[src/rtl/fp_mul_pkg.sv]
// Shared types and constants for the arbitrated single-precision multiplier.
package fp_mul_pkg;

  localparam int unsigned EXP_BIAS = 127;
  // Widest requester tag supported (NREQ up to 8)
  localparam int unsigned ID_MAXW  = 3;

  typedef struct packed {
    logic        sign;
    logic [7:0]  exp;
    logic [22:0] mant;
  } fp32_t;

  typedef struct packed {
    fp32_t              a;
    fp32_t              b;
    logic [ID_MAXW-1:0] id;
  } s1_rec_t;

endpackage

[src/rtl/fp_mul_core.sv]
// Combinational truncating FP32 multiply; no special-casing of zero/denormal/inf/NaN.
module fp_mul_core
  import fp_mul_pkg::*;
(
  input  fp32_t a_i,
  input  fp32_t b_i,
  output fp32_t p_o
);

  // Upper product bits [47:23]; everything below is truncated away
  logic [24:0] p_hi;

  assign p_hi = 25'((48'({1'b1, a_i.mant}) * 48'({1'b1, b_i.mant})) >> 23);

  assign p_o.sign = a_i.sign ^ b_i.sign;
  assign p_o.mant = p_hi[24] ? p_hi[23:1] : p_hi[22:0];
  assign p_o.exp  = 8'(10'(a_i.exp) + 10'(b_i.exp) - 10'(EXP_BIAS) + 10'(p_hi[24]));

endmodule

[src/rtl/fp_mul_arbiter.sv]
// Round-robin arbiter sharing one two-stage FP32 multiply pipeline among NREQ requesters.
module fp_mul_arbiter
  import fp_mul_pkg::*;
#(
  parameter int unsigned NREQ = 4,
  parameter int unsigned IDW  = $clog2(NREQ)
) (
  input  logic               clk,
  input  logic               rst_n,
  input  logic [NREQ-1:0]    req_valid,
  output logic [NREQ-1:0]    req_ready,
  input  logic [NREQ*32-1:0] req_a,
  input  logic [NREQ*32-1:0] req_b,
  output logic               rsp_valid,
  input  logic               rsp_ready,
  output logic [IDW-1:0]     rsp_id,
  output logic [31:0]        rsp_data,
  output logic               busy
);

  localparam int unsigned SCANW = IDW + 1;

  s1_rec_t         s1_q, s1_d;
  logic            s1_valid_q, s1_valid_d;
  fp32_t           s2_data_q, s2_data_d;
  logic [IDW-1:0]  s2_id_q, s2_id_d;
  logic            s2_valid_q, s2_valid_d;
  logic [IDW-1:0]  rr_ptr_q, rr_ptr_d;

  logic            adv1, adv2;
  logic            found;
  logic            xfer;
  logic [IDW-1:0]  grant_idx;
  logic [SCANW-1:0] scan_idx;
  fp32_t           sel_a, sel_b;
  fp32_t           core_p;

  assign adv2 = !s2_valid_q || rsp_ready;
  assign adv1 = !s1_valid_q || adv2;

  // First valid requester starting at rr_ptr, wrapping mod NREQ
  always_comb begin
    found     = 1'b0;
    grant_idx = '0;
    scan_idx  = '0;
    for (int unsigned k = 0; k < NREQ; k++) begin
      scan_idx = SCANW'(rr_ptr_q) + SCANW'(k);
      if (scan_idx >= SCANW'(NREQ)) begin
        scan_idx = scan_idx - SCANW'(NREQ);
      end
      if (!found && req_valid[scan_idx[IDW-1:0]]) begin
        found     = 1'b1;
        grant_idx = scan_idx[IDW-1:0];
      end
    end
  end

  assign xfer      = found && adv1 && rst_n;
  assign req_ready = xfer ? (NREQ'(1) << grant_idx) : '0;

  always_comb begin
    sel_a = '0;
    sel_b = '0;
    for (int unsigned i = 0; i < NREQ; i++) begin
      if (grant_idx == IDW'(i)) begin
        sel_a = fp32_t'(req_a[32*i +: 32]);
        sel_b = fp32_t'(req_b[32*i +: 32]);
      end
    end
  end

  fp_mul_core u_core (
    .a_i (s1_q.a),
    .b_i (s1_q.b),
    .p_o (core_p)
  );

  always_comb begin
    s1_d       = s1_q;
    s1_valid_d = s1_valid_q;
    s2_data_d  = s2_data_q;
    s2_id_d    = s2_id_q;
    s2_valid_d = s2_valid_q;
    rr_ptr_d   = rr_ptr_q;

    if (xfer) begin
      s1_d.a     = sel_a;
      s1_d.b     = sel_b;
      s1_d.id    = ID_MAXW'(grant_idx);
      s1_valid_d = 1'b1;
      rr_ptr_d   = (grant_idx == IDW'(NREQ - 1)) ? '0 : grant_idx + IDW'(1);
    end else if (adv1) begin
      s1_valid_d = 1'b0;
    end

    if (adv2) begin
      s2_data_d  = core_p;
      s2_id_d    = IDW'(s1_q.id);
      s2_valid_d = s1_valid_q;
    end
  end

  always_ff @(posedge clk) begin
    if (!rst_n) begin
      s1_q       <= '0;
      s1_valid_q <= 1'b0;
      s2_data_q  <= '0;
      s2_id_q    <= '0;
      s2_valid_q <= 1'b0;
      rr_ptr_q   <= '0;
    end else begin
      s1_q       <= s1_d;
      s1_valid_q <= s1_valid_d;
      s2_data_q  <= s2_data_d;
      s2_id_q    <= s2_id_d;
      s2_valid_q <= s2_valid_d;
      rr_ptr_q   <= rr_ptr_d;
    end
  end

  assign rsp_valid = s2_valid_q;
  assign rsp_id    = s2_id_q;
  assign rsp_data  = s2_data_q;
  assign busy      = s1_valid_q | s2_valid_q;

endmodule
[config.mk]
export PLATFORM = sky130hd
export DESIGN_NAME = fp_mul_arbiter
export DESIGN_NICKNAME = d
export VERILOG_FILES = /design/src/rtl/fp_mul_pkg.sv /design/src/rtl/fp_mul_core.sv /design/src/rtl/fp_mul_arbiter.sv
export SDC_FILE = /design/constraint.sdc
export NUM_CORES = 2
export LEC_CHECK = 0
export CORE_MARGIN = 2
export CORE_UTILIZATION = 60
export CTS_CLUSTER_DIAMETER = 80
export DETAILED_ROUTE_END_ITERATION = 10
export PLACE_DENSITY = 0.85
export RECOVER_POWER = 50
export SLEW_MARGIN = 0
export SYNTH_ARGS = -nofsm -noshare
export SYNTH_HDL_FRONTEND = slang
export SYNTH_SLANG_ARGS = --single-unit
export TNS_END_PERCENT = 1
[constraint.sdc]
create_clock -name clk -period 14.3 [get_ports clk]
set_input_delay 3.575 -clock clk [delete_from_list [all_inputs] [get_ports clk]]
set_output_delay 3.575 -clock clk [all_outputs]
set_load 0.03 [all_outputs]
==> key figures <==
Clock tree
  – Clock transition at path regs: 0.08 ns
  – Sink Count: 104
  – Max H-tree Level: 3
  – Post CTS Setup Buffer Count: 0
  – Buffer depth of the longest clock path: 2
  – TritonCTS clock tree: yes
  – CTS root buffer: clkbuf_16
  – CTS resizes: 0
  – Num CTS Buffers: 9
  – Cts hold-fix bufs: 0
  – Worst skew pair latency: 0.38 ns

Synthesis
  – Post-synth ARST share: 0%
  – Synthesized instance count: 2826
  – Synth area leaders: fa_1, ha_1, inv_1
  – Dominant cell type by area after synthesis: fa_1
  – Post-synth EDFFs: 0
  – Post-synth cell types: 62
  – #FFs+latches synth: 104
  – Avg Inst Size Synth: 8.53 um^2
  – Most common cell in the synthesized netlist: inv_1
  – Net Count, Synth: 3757
  – Post-synth top area share: 40.0%
  – YS warnings: 0
  – Sequential fraction of the synthesis area: 8.64%
  – Synthesized area: 0.0241 mm^2
  – Post-synth top flop: dfxtp_1
  – Most common library cells after synthesis: inv_1, fa_1, nand2_1

Setup path
  – Max Fanout on Critical Path: 67
  – Worst EP arrival: 6.93 ns
  – Crit Path Class: in -> out
  – CP startpoint: req_valid[0]
  – FF-to-FF setup slack: 4.03 ns
  – Reg2reg start: s1_q[42]$_SDFFE_PN0P_
  – Worst Setup Start Kind: primary input
  – CP Capture Type: primary output
  – Worst Path Required: 10.72 ns

Timing
  – Fmax: 0.0952 GHz
  – Max-slew violations: 116
  – Worst hold slack: 0.460 ns
  – Final Hold Viols: 0
  – Worst Tran Pin Value: 2.06 ns
  – Layout Skew: 0.0115 ns
  – Final min period: 10.51 ns
  – Final Cycle Share: 73.5%
  – Relative slew slack: -37.1%
  – Setup TNS: 0 ns
  – RSZ-0062 raised after global routing: no
  – Final setup viols: 0

Die
  – Die height: 204 um
  – Starting Density: 60.7%
  – Core region area: 0.0397 mm^2
  – DIE AREA: 0.0418 mm^2
  – Row cnt: 73
  – Chip width: 204 um
  – I/O pins: 303

Final layout
  – Synth-to-layout area growth: 15.5%
  – Layout cell share with drive strength beyond 1: 2.88%
  – NumNets Final: 3952
  – Final Non-Filler Cells: 3557

Run status
  – Failing checks: capacitance limit, slew limit
  – Status: finished, violations left

Detailed routing
  – # DRC: 0
  – DRT antenna net count: 0
  – Vias per cell: 5.99
  – Drt first pass iters: 5
  – Initial drt markers: 2049
  – Vias: 21310
  – WL final: 80300 um
  – Drt wl/cell: 22.6 um

Global route
  – First-pass GRT wire length: 125000 um
  – Congestion Overflow GR: 0
  – All-layer global routing usage: 39.9%
  – Largest net degree at the start of global routing: 109
  – Initial antenna violation count: 6
  – Vias in the first global route: 22990

Power and ir drop
  – PD cells: 117 mW/mm^2
  – Worst VDD drop: 0.105 mV
  – Leak Pwr: 13.7 nW

Min path
  – Hold Crit Start: rsp_data[26]$_SDFFE_PN0P_
  – Hold crit path type: reg -> reg

Placement
  – Placed Cells: 3535
  – # port buffers: 302
  – HPWL after DPL: 63000 um
  – Routability cong.: 0.997

Job
  – Max Cap Viol: 3
==> worst max-delay path, cell delays in order <==
cell             delay [ns]
dlygate4sd3_1          0.61
inv_1                  0.13
nor2_1                 0.06
a21oi_1                0.12
nor2_1                 0.06
a221o_1                0.27
nor2_1                 0.39
ha_1                   0.23
buf_4                  0.54
and2_1                 0.22
clkdlybuf4s50_1        0.67
==> routing by layer <==
metal	global-route usage [%]	vias to the layer above	wire, um
met3	11.2	338	8950
met5	0	-	0
met1	47.5	10495	28300
met2	63.4	1373	36900
li1	-	9104	-
met4	26.5	0	6100
==> cells by family after synthesis <==
logic type | after synthesis | share of synthesized area (%)
AOI/OAI and AO/OA | 429 | 12.3
xor gates and xnor gates | 33 | 1.20
buffers and inverters | 748 | 11.7
adders and majority gates | 668 | 49.7
DFF | 104 | 8.64
and+or+nand+nor | 829 | 15.9
muxes | 15 | 0.643
==> placed cells by master, fill, tap and decap left out, types with 51 or more instances in the layout <==
cell type and instances:
buf_4 51, ha_1 184, nor2_1 155, o211ai_1 62, a22oi_1 63, clkdlybuf4s50_1 263
dfxtp_1 104, and2_1 219, fa_1 482, nand2_1 390, o21ai_0 55, inv_1 572
a21oi_1 118
==> flip-flops by register name (all words and copies together) (netlist names) <==
register    flops
rsp_id          2
s1_q           66
s1_valid_q      1
rsp_data       32
rr_ptr_q        2
rsp_valid       1
==> power breakdown <==
group | leakage [nW] | switching [mW] | internal [mW]
Clock | 0.140 | 0.133 | 0.122
Combinational | 12.7 | 1.61 | 1.01
Sequential | 0.862 | 0.0477 | 0.347
Total | 13.7 | 1.79 | 1.48
==> cell type report <==
| class | instances | area (um^2) |
|---|---|---|
| Inverter | 576 | 2160 |
| Clock buffer | 9 | 225 |
| Sequential cell | 104 | 2080 |
| Clock inverter | 7 | 61.3 |
| Antenna cell | 6 | 15.0 |
| Tap cell | 525 | 657 |
| Fill cell | 3045 | 11900 |
| Timing Repair Buffer | 356 | 3410 |
| Multi-Input combinational cell | 1974 | 19200 |
==> worst paths after layout <==
check | cells past startpoint | endpoint
max | 11 | req_ready[1]
min | 2 | rsp_data[26]$_SDFFE_PN0P_
min reg2reg | 2 | rsp_data[26]$_SDFFE_PN0P_
max reg2reg | 35 | rsp_data[29]$_SDFFE_PN0P_
==> stage by stage <==
step / util (%) / power (mW) / instance area, um^2 / worst slack, ns
detailed placement: 69.4 / 2.96 / 27600 / 3.92
global route: 70.1 / 3.53 / 27900 / 3.62
global placement: 69.4 / 2.87 / 27600 / 3.94
floorplan: - / 2.14 / 24100 / 5.31
finish: 70.1 / 3.27 / 27900 / 3.79
CTS: 70.1 / 3.23 / 27900 / 3.92
No activity file was read; power rests on OpenSTA's default activity.
==> RTL change, RTL diff (same settings) <==
Make the reset (`rst_n`) asynchronous in one clocked block.
--- a/src/rtl/fp_mul_arbiter.sv
+++ b/src/rtl/fp_mul_arbiter.sv
@@ -100,7 +100,7 @@
     end
   end
 
-  always_ff @(posedge clk) begin
+  always_ff @(posedge clk or negedge rst_n) begin
     if (!rst_n) begin
       s1_q       <= '0;
       s1_valid_q <= 1'b0;
Formal check against the unedited RTL: not equivalent (a bounded check fails within 4 cycles, from zero or initial values and one cycle with rst_n low; the reset may be asserted at any time).
==> RTL change against the unedited design <==
  * The flow still finishes with violations (capacitance limit, slew limit)
  * Cell area increased by 1.3%
  * Register-to-register slack improved by 0.87 ns
  * Fmax is 1.7% higher
  * Count of clock-buffer cells in the layout did not move
  * Area after synthesis increased by 1.9%
  * Setup slack improved by 0.18 ns
  * Sequential cell count is the same
  * Critical path depth shrank 5
  * Routed wire length is 7.3% lower
  * Non-clock buffer count fell by 18
  * Critical path type unchanged
  * Highest routed layer is now met5
Power is left out: the tool's default activity adds up to more than one toggle a clock period on the data nets, which glitch-free logic cannot reach.
==> RTL change: results (changes against the unedited design) <==
[worst_setup_path]
ff2ff_setup_slack_ns=4.90  ; +0.87 ns
reg2reg_depth=35  ; unchanged
path_max_fanout=43  ; -36%
reg2reg_to=rsp_data[29]$_DFFE_PN0P_
rr_startpoint=s1_q[11]$_DFFE_PN0P_
arrival_ns=6.75  ; -0.18 ns
crit_start=rsp_ready

[yosys]
ys_seq_area_share_pct=10.6  ; +2.0 points
synthDistinctLibCells=64  ; +3.2%
synthFlopType=dfrtp_1
synth_area_leaders=fa_1 39%, dfrtp_1 11%, ha_1 9.5%
synth_common_cells=579 x inv_1, 482 x fa_1, 410 x nand2_1
yosysWarnings=0  ; unchanged
synth-async-reset-ratio_pct=100  ; +100 points
syn-num-nets=3823  ; +1.8%
synthCells=2892  ; +2.3%

[drt]
drt_iter0_drc=1509  ; -26%
first_pass_iters=5  ; unchanged
vias=20900  ; -2.0%
wl_microns=74400  ; -7.3%
viasPerCell=5.77  ; -3.7%

[final_layout]
drive_above_1_share_pct=2.37  ; -0.51 points
fill_cells=3062  ; +0.56%
nets=4010  ; +1.5%
largest_reg_flops=66  ; unchanged

[global_route]
grt_pass1_vias=22800  ; -0.71%
grt_use_total_pct=36.7  ; -3.2 points
grt_pass1_wl_microns=118000  ; -5.8%
grt_max_degree=91  ; -17%
antenna_found_initial=5  ; -1

[timing]
fmax_mhz=96.8  ; +1.7%
skew_ns=0.0131  ; +0.00153 ns
slew_headroom_pct=-189  ; -150 points
drv_slew=152  ; +31%

[placed_design]
gp_congestion=0.948  ; -4.9%
place_ws_ns=4.23  ; +0.306 ns
dp.final_hpwl_microns=58700  ; -6.8%
placed_cells=3600  ; +1.8%
io_buffer_count=302  ; unchanged

[clock_network]
cts_buffers=9  ; unchanged
post_cts_buffers=0  ; unchanged
clockBufferDepth=2  ; unchanged
clk_latency_ns=0.38  ; about the same
ctsHtreeMaxLevel=3  ; unchanged
clkTransAtPathRegs_ns=0.07

[run_status]
violations=capacitance limit, slew limit
status=complete, but fails checks

[min_path]
min_to=rsp_id[1]$_DFFE_PN0P_
hold_depth=2  ; unchanged
hold_path.startpoint=rsp_id[1]$_DFFE_PN0P_

[job]
maxCapViolCount=3  ; unchanged

RTL change: cell types whose count changed after synthesis, sizes merged, moves of 13 or more:
| cell | delta |
|---|---|
| nor2 | +42 |
| dfxtp | -104 |
| nand3 | -13 |
| o211a | -42 |
| o21ai | +34 |
| a21oi | +81 |
| dfrtp | +104 |
| o211ai | -52 |
| nand2 | +20 |
RTL change: layout make-up:
class / instances / area share [%]
diodes: 3 / 0.0266
clock buffers: 9 / 0.798
clock inverters: 7 / 0.279
inverters: 582 / 7.74
multi-input cells: 2044 / 68.0
flip-flops and latches: 104 / 9.22
well taps: 532 / 2.36
repair buffers: 338 / 11.6
RTL change: worst max-delay path by stage:
| stage | end | cells past startpoint |
|---|---|---|
| after floorplan | req_ready[3] | 8 |
| after global placement | req_ready[1] | 9 |
| after detailed placement | req_ready[1] | 9 |
| after CTS | req_ready[1] | 9 |
| after global routing | req_ready[0] | 6 |
| final | req_ready[0] | 6 |
RTL change: critical path: stages:
cell	delay [ns]
dlygate4sd3_1	0.57
nor2b_2	0.11
clkbuf_1	1.21
a21oi_1	0.42
and2_1	0.29
clkdlybuf4s50_1	0.59
RTL change: per-stage QoR:
stage	instance area [sq um]	hold WS (ns)
6_report	28200	0.473
3_5_place_dp	27900	0.464
2_1_floorplan	24600	0.446
3_3_place_gp	27900	0.453
5_1_grt	28200	0.490
4_1_cts	28200	0.481
RTL change: cell families (layout without fill, tap and decap cells):
family	count (synthesis)	count (layout)	share of synthesized area [%]
AND/OR/NAND/NOR	872	872	16.1
buffers and inverters	744	936	11.5
AO/OA/AOI/OAI	447	447	10.9
adder cells (fa/ha/maj)	668	668	48.8
XOR/XNOR	35	35	1.25
multiplexers	22	22	0.947
flip-flops	104	104	10.6
other	0	3	0
RTL change: routing by layer:
metal	GRT usage [%]	wire, microns	part of all wire (%)	vias to the layer above
met4	26.6	6350	8.5	2
met1	40.4	25000	34	10300
li1	-	-	-	9185
met2	63.8	37000	50	1072
met3	6.45	5990	8.1	372
met5	0	13	0.017	-
